<file path="src/rtl/axi_m2s_pkg.sv">
// Shared AXI constants and FSM encoding for the write-burst traffic generator.
package axi_m2s_pkg;

    localparam logic [1:0] BURST_INCR  = 2'b01;

    localparam logic [1:0] RESP_OKAY   = 2'b00;
    localparam logic [1:0] RESP_EXOKAY = 2'b01;
    localparam logic [1:0] RESP_SLVERR = 2'b10;
    localparam logic [1:0] RESP_DECERR = 2'b11;

    typedef enum logic [2:0] {
        ST_IDLE,
        ST_AW,
        ST_W,
        ST_B,
        ST_DONE
    } wr_state_e;

endpackage

</file>
<file path="src/rtl/axi_m2s_wr_gen.sv">
// AXI4 write-burst generator: NUM_BURSTS INCR bursts of incrementing data per start,
// one burst outstanding, AW then W then B strictly in sequence.
module axi_m2s_wr_gen
    import axi_m2s_pkg::*;
#(
    parameter int                    ADDR_WIDTH = 32,
    parameter int                    DATA_WIDTH = 32,
    parameter int                    BURST_LEN  = 16,
    parameter int                    NUM_BURSTS = 4,
    parameter logic [ADDR_WIDTH-1:0] START_ADDR = '0,
    parameter logic [DATA_WIDTH-1:0] DATA_SEED  = '0
) (
    input  logic                    clk,
    input  logic                    rst_n,
    input  logic                    start,
    output logic                    busy,
    output logic                    done,
    output logic                    err,
    output logic [ADDR_WIDTH-1:0]   m_awaddr,
    output logic [7:0]              m_awlen,
    output logic [2:0]              m_awsize,
    output logic [1:0]              m_awburst,
    output logic                    m_awvalid,
    input  logic                    m_awready,
    output logic [DATA_WIDTH-1:0]   m_wdata,
    output logic [DATA_WIDTH/8-1:0] m_wstrb,
    output logic                    m_wlast,
    output logic                    m_wvalid,
    input  logic                    m_wready,
    input  logic [1:0]              m_bresp,
    input  logic                    m_bvalid,
    output logic                    m_bready
);

    localparam int BURST_BYTES = BURST_LEN * DATA_WIDTH / 8;
    localparam int CNT_W       = (NUM_BURSTS > 1) ? $clog2(NUM_BURSTS) : 1;

    // Walks every burst of a run and reports whether any one straddles a 4 KB page.
    function automatic bit crosses_4k();
        longint off;
        for (int i = 0; i < NUM_BURSTS; i++) begin
            off = (longint'(START_ADDR[11:0]) + longint'(i) * BURST_BYTES) % 4096;
            if (off + BURST_BYTES > 4096) return 1'b1;
        end
        return 1'b0;
    endfunction

    generate
        if (DATA_WIDTH != 32 && DATA_WIDTH != 64) begin : g_bad_dw
            $error("axi_m2s_wr_gen: DATA_WIDTH must be 32 or 64");
        end
        if (BURST_LEN < 1 || BURST_LEN > 256) begin : g_bad_len
            $error("axi_m2s_wr_gen: BURST_LEN must be 1..256");
        end
        if (NUM_BURSTS < 1) begin : g_bad_num
            $error("axi_m2s_wr_gen: NUM_BURSTS must be >= 1");
        end
        if ((START_ADDR % ADDR_WIDTH'(BURST_BYTES)) != '0) begin : g_bad_align
            $error("axi_m2s_wr_gen: START_ADDR not aligned to burst size");
        end
        if (crosses_4k()) begin : g_bad_4k
            $error("axi_m2s_wr_gen: a burst would cross a 4 KB boundary");
        end
    endgenerate

    wr_state_e        state, state_nxt;
    logic [7:0]       beat_cnt;
    logic [CNT_W-1:0] burst_cnt;
    logic             last_beat, last_burst;

    assign last_beat  = (beat_cnt == 8'(BURST_LEN - 1));
    assign last_burst = (burst_cnt == CNT_W'(NUM_BURSTS - 1));

    assign m_awlen   = 8'(BURST_LEN - 1);
    assign m_awsize  = 3'($clog2(DATA_WIDTH / 8));
    assign m_awburst = BURST_INCR;
    assign m_wstrb   = '1;
    assign m_wlast   = last_beat;

    always_ff @(posedge clk or negedge rst_n) begin
        if (!rst_n) state <= ST_IDLE;
        else        state <= state_nxt;
    end

    always_comb begin
        state_nxt = state;
        unique case (state)
            ST_IDLE: if (start)                  state_nxt = ST_AW;
            ST_AW:   if (m_awready)              state_nxt = ST_W;
            ST_W:    if (m_wready && last_beat)  state_nxt = ST_B;
            ST_B:    if (m_bvalid)               state_nxt = last_burst ? ST_DONE : ST_AW;
            ST_DONE:                             state_nxt = ST_IDLE;
            default:                             state_nxt = ST_IDLE;
        endcase
    end

    // Valids decode straight from registered state, so none depends on a ready.
    always_comb begin
        m_awvalid = 1'b0;
        m_wvalid  = 1'b0;
        m_bready  = 1'b0;
        busy      = 1'b0;
        done      = 1'b0;
        unique case (state)
            ST_AW:   begin m_awvalid = 1'b1; busy = 1'b1; end
            ST_W:    begin m_wvalid  = 1'b1; busy = 1'b1; end
            ST_B:    begin m_bready  = 1'b1; busy = 1'b1; end
            ST_DONE: done = 1'b1;
            default: ;
        endcase
    end

    always_ff @(posedge clk or negedge rst_n) begin
        if (!rst_n) begin
            m_awaddr  <= START_ADDR;
            m_wdata   <= DATA_SEED;
            beat_cnt  <= '0;
            burst_cnt <= '0;
            err       <= 1'b0;
        end else begin
            unique case (state)
                ST_IDLE: if (start) begin
                    m_awaddr  <= START_ADDR;
                    m_wdata   <= DATA_SEED;
                    beat_cnt  <= '0;
                    burst_cnt <= '0;
                    err       <= 1'b0;
                end
                ST_W: if (m_wready) begin
                    m_wdata  <= m_wdata + 1'b1;
                    beat_cnt <= last_beat ? 8'd0 : beat_cnt + 8'd1;
                end
                ST_B: if (m_bvalid) begin
                    if (m_bresp != RESP_OKAY) err <= 1'b1;
                    if (!last_burst) begin
                        burst_cnt <= burst_cnt + 1'b1;
                        m_awaddr  <= m_awaddr + ADDR_WIDTH'(BURST_BYTES);
                    end
                end
                default: ;
            endcase
        end
    end

endmodule

</file>
<file path="config.mk">
export PLATFORM = sky130hd
export DESIGN_NAME = axi_m2s_wr_gen
export DESIGN_NICKNAME = d
export VERILOG_FILES = /design/src/rtl/axi_m2s_pkg.sv /design/src/rtl/axi_m2s_wr_gen.sv
export SDC_FILE = /design/constraint.sdc
export NUM_CORES = 1
export LEC_CHECK = 0
export CORE_ASPECT_RATIO = 0.75
export CORE_UTILIZATION = 54
export CTS_CLUSTER_DIAMETER = 100
export DETAILED_ROUTE_END_ITERATION = 10
export GPL_ROUTABILITY_DRIVEN = 0
export HOLD_SLACK_MARGIN = 0.03
export PLACE_DENSITY = 0.88
export SKIP_CTS_REPAIR_TIMING = 1
export SLEW_MARGIN = 40
export SYNTH_ARGS = -nofsm -noshare
export SYNTH_HDL_FRONTEND = slang
export SYNTH_SLANG_ARGS = --single-unit
</file>
<file path="constraint.sdc">
create_clock -name clk -period 6 [get_ports clk]
set_input_delay 0.6 -clock clk [delete_from_list [all_inputs] [get_ports clk]]
set_output_delay 0.6 -clock clk [all_outputs]
set_load 0.03 [all_outputs]
</file>
After elaboration in Yosys (flattened, before gate mapping)
Cells that the tools add are included.

operators by class
  $add $sub $neg = 4
  eq/ne operators = 13
  mux-type cells = 29
  reduce and logical (&&, ||, !) cells = 10

operators with widths
  kind                                                 number
  2-to-1 mux 32 bit                                    4
  case mux 32 bit (2 select lines)                     2
  adder 32 x 1 -> 32 bit, second input constant        1
  adder 32 x 7 -> 32 bit, second input constant        1
  2-to-1 mux 8 bit                                     3
  case mux 8 bit (2 select lines)                      1
  2-to-1 mux 3 bit                                     5
  inequality test 2 bit, second input constant         7
  case mux 3 bit (4 select lines)                      1
  AND reduction 4 bit                                  3
  adder 8 x 1 -> 8 bit, second input constant          1
  equality test 8 x 4 -> 1 bit, second input constant  1
  2-to-1 mux 1 bit                                     8
  equality test 3 x 2 -> 1 bit, second input constant  2
  2-to-1 mux 2 bit                                     3
  nonzero test 2 bit                                   3
  case mux 2 bit (2 select lines)                      1
  equality test 3 x 1 -> 1 bit, second input constant  1
  equality test 3 bit, second input constant           1
  zero test 3 bit                                      1
  AND reduction 3 bit                                  1
  OR reduction 3 bit                                   1
  adder 2 x 1 -> 2 bit, second input constant          1
  equality test 2 bit, second input constant           1
  2 further kinds                                      2

word-level totals
  flip-flop bits (word level) = 78
  logic and storage cells = 62

Longest topological paths before layout
  depth after elaboration = 4
  mapped depth = 7

Least setup slack after synthesis
Ideal clock, no wire load.

  path type = in2reg
  start point = input port start
  end point = register m_awaddr[26]
  setup time = 0.078 ns
  arrival = 2.233 ns
  required time = 5.922 ns
  path slack = 3.689 ns
  stages on the path = 5
  cells stage by stage = or3b_4 -> a2111o_1 -> buf_2 -> or4_1 -> a21oi_1

on the way
  word-level cells in the longest chain between the ends = 2

RTL lines
  element                                 RTL line               text
  start: declaration                      axi_m2s_wr_gen.sv:15   input logic start,
  inequality test 2 bit (no source line)  --
  AND reduction 4 bit (no source line)    --
  end signal: assignment                  axi_m2s_wr_gen.sv:137  m_awaddr <= m_awaddr + ADDR_WIDTH'(BURST_BYTES);
  end: declaration                        axi_m2s_wr_gen.sv:19   output logic [ADDR_WIDTH-1:0] m_awaddr,

No other way between the ends.
A chain may end at the register's enable or synchronous reset.

Final worst setup path
  start point = register state[1]
  end point = output port m_bready

on the way
  word-level cells in the longest chain between the ends = 2

RTL lines
  element                       RTL line               text
  start: declaration            axi_m2s_wr_gen.sv:66   wr_state_e state, state_nxt;
  start signal: assignment      axi_m2s_wr_gen.sv:82   else state <= state_nxt;
  equality test 3 x 2 -> 1 bit  axi_m2s_wr_gen.sv:104  unique case (state)
  2-to-1 mux 1 bit              axi_m2s_wr_gen.sv:104
  end: declaration              axi_m2s_wr_gen.sv:32   output logic m_bready

No other way between the ends.

==> metrics.md <==
| Metric | Value |
|---|---|
| Fillers | 628 |
| Worst setup SP type | flip-flop |
| GR Util met3 | 0.0523 |
| Internal Pwr Total | 0.894 mW |
| Reg-to-reg startpoint | state[2]$_DFFE_PN0P_ |
| Fin crit share | 0.516 |
| Die Y | 77.6 microns |
| Design Power | 1.41 mW |
| Post-synthesis sequential area ratio | 0.438 |
| Sw power | 0.518 mW |
| Chip Width | 103 microns |
| CTS tree | built |
| N_diodes | 0 |
| Final Slew Violations | 0 |
| Starting density of the core | 0.559 |
| Vias in the first global route | 3,468 |
| CORE AREA | 7360 sq um |
| CP Launch Point | state[1]$_DFFE_PN0P_ |
| Critical Path Max Stage Delay | 800 ps |
| Hold WS | 353 ps |
| Synth Flop Type | dfrtp_1 |
| Final instance area | 4980 sq um |
| Skew final | 7.60 ps |
| Die area | 7980 sq um |
| Comb power frac | 0.306 |
| Avg Synthesized Cell Area | 9.10 sq um |
| Num CTS Buffers | 9 |
| CP max stage cell | clkdlybuf4s50_1 |
| VDD IR max | 0.000250 V |
| Clk pwr share | 0.274 |
| Pre-antenna DRT Iters | 8 |
| DR vias | 3,773 |
| Worst Setup Path Type | flip-flop to output port |
| PortBufs | 72 |
| CTS Root Buffer Type | clkbuf_8 |
| Hold Crit Class | primary input to asynchronous set/reset pin |
| Total Nets Final | 520 |
| Antenna viol nets, final | 0 |
| Ys async rst share | 1.00 |
| Clk slew on worst S/H paths | 70 ps |
| Final setup fails | 0 |
| End of the critical path | m_bready |
| Cells after Synth | 452 |
| Delay-heaviest family, CP | buffers and inverters |
| Multi-input logic area | 2080 sq um |
| Final HPWL DP | 6420 microns |
| Layout area overhead | 21.1% |
| Initial antenna violation count | 0 |
| R2R setup slack | 2920 ps |
| Register share of total power | 0.420 |
| Critical path depth | 3 |
| CP required | 5400 ps |
| Status | complete, but fails checks |
| Vias/cell | 6.14 |
| Worst slew pin tran | 758 ps |
| Area after DPL | 4780 sq um |
| Failing checks | DRC |
| Mapped Area | 4120 sq um |
| Distinct cells, synth | 44 |
| Setup TNS | 0 ps |
| Crit path time final | 3090 ps |
| WL/cell | 15.5 microns |
| Crit path capture type | output port |
| Crit path arrival time | 2490 ps |
| Power Dens Cells | 283 nW/um^2 |
| Total GRT Usage | 0.252 |
| Crit path cell chain | inv_1, nor3b_1, clkdlybuf4s50_1 |
| Leak Pwr | 1.93 nW |
| DRC | 2 |
| H-tree depth | 3 |
| Met1 Usage GRT | 0.342 |
| Latest clock arrival within the worst-skew pair | 340 ps |
| Synth top area cells | dfrtp_1, or4_1, o31ai_1 |
| Overflow after GRT | 0 |
| Register area | 1800 sq um |
| CTS Buffer Depth | 2 |
| M2 GR Usage | 0.397 |
| # clock sinks | 72 |
| Most common cell in the netlist | dfrtp_1 |
| Fmax | 0.323 GHz |
| Number of synthesized flops with an enable pin | 0 |
| R2r worst-path depth | 4 |
| FF-to-FF End | m_wdata[23]$_DFFE_PN0P_ |
| Commonest cells in the netlist | dfrtp_1, a21oi_1, nand2_1, or4_1, o31ai_1 |
| Max Cap Viol | 0 |
| Hold Vio Cnt, Final | 0 |
| Sw frac | 0.367 |
| Most Crowded Layer GR | met2 |
| DRT Wirelength | 9540 microns |
| Synthesis-stage register bit count | 72 |
| Drt first-iter violations | 233 |
| Layout cells sized above 1 | 0.0507 |
| Worst slew margin | 0.494 |
| Largest net degree at the start of global routing | 73 |
| Buffers & Inverters on Critical Path | 2 |
| Crit-path max FO | 10 |
| First-pass GRT wire length | 15,900 microns |
| IO Pins | 96 |
| Yosys warns | 0 |
| # rows | 27 |
| Post-synth top area cell | dfrtp_1 |
| RSZ-0062 raised after global routing | false |
| Yosys top cell area share | 0.438 |
==> layer usage <==
layer,wire length [microns],up-vias
met1,4040,1812
met3,769,20
met4,168,0
met2,4550,188
met5,0,-
li1,-,1753
==> placed cells by master (no fill, tap or decap), types with 3 or more instances in the layout <==
cell              n
dfrtp_1          72
clkdlybuf4s50_1  71
a21oi_1          43
nand2_1          34
or4_1            32
o31ai_1          29
nor2_1           24
conb_1           23
nand3_1          20
nand4_1          15
xnor2_1          14
o21ai_0          14
or3_1            11
nor4_1           11
clkbuf_8         11
inv_1            10
and3_1            9
nor3_1            6
o21a_1            6
mux2i_1           5
nand2b_1          5
and4_1            4
ha_1              4
nor3b_1           3
nand3b_1          3
o31a_1            3
==> per-stage QoR <==
step | setup WS [ps] | utilization | instances
2_1_floorplan | 3690 | - | 473
3_3_place_gp | 2760 | 0.649 | 598
3_5_place_dp | 2750 | 0.649 | 598
4_1_cts | 2900 | 0.676 | 614
5_1_grt | 2680 | 0.677 | 614
6_report | 2910 | 0.677 | 614
==> cell families (layout without fill, tap and decap cells) <==
logic type               count (synthesis)  in the layout  synth area share
AND/OR/NAND/NOR                        189            189             0.263
other                                    2             23           0.00182
flip-flops                              72             72             0.438
adder cells (fa/ha/maj)                  4              4            0.0122
XOR/XNOR                                14             14            0.0298
AO/OA/AOI/OAI                          104            104             0.159
buffers and inverters                   61            101            0.0791
multiplexers                             6              6            0.0176
==> power groups by stage <==
stage | logic (mW) | registers, mW | clock network (mW)
after floorplan | 0.283 | 0.621 | 0
after global placement | 0.420 | 0.598 | 0
after detailed placement | 0.430 | 0.601 | 0
after CTS | 0.432 | 0.592 | 0.393
after global routing | 0.474 | 0.602 | 0.413
final | 0.431 | 0.594 | 0.387
==> how the worst min path moves through the flow <==
stage | startpoint | to | slack, ps | cells past startpoint
4_1_cts | rst_n | m_wdata[18]$_DFFE_PN0P_ | 380 | 2
6_report | rst_n | m_wdata[19]$_DFFE_PN0P_ | 350 | 2
3_3_place_gp | burst_cnt[1]$_DFFE_PN0P_ | burst_cnt[1]$_DFFE_PN0P_ | 470 | 2
2_1_floorplan | rst_n | beat_cnt[0]$_DFFE_PN0P_ | 300 | 0
5_1_grt | rst_n | m_wdata[19]$_DFFE_PN0P_ | 400 | 2
3_5_place_dp | burst_cnt[1]$_DFFE_PN0P_ | burst_cnt[1]$_DFFE_PN0P_ | 490 | 2
==> layout make-up <==
class                           instances  area share
Clock buffer                           13      0.0319
Clock inverter                          3     0.00804
Inverter                               10     0.00753
Multi-Input combinational cell        340       0.417
Sequential cell                        72       0.362
Tap cell                              101      0.0254
Timing Repair Buffer                   75       0.149
==> sequential cells by signal, indices dropped and copies added, names as in the netlist <==
name and count:
m_wdata 32, m_awaddr 26, beat_cnt 8, state 3
burst_cnt 2, err 1
No activity file was read; power rests on OpenSTA's default activity.
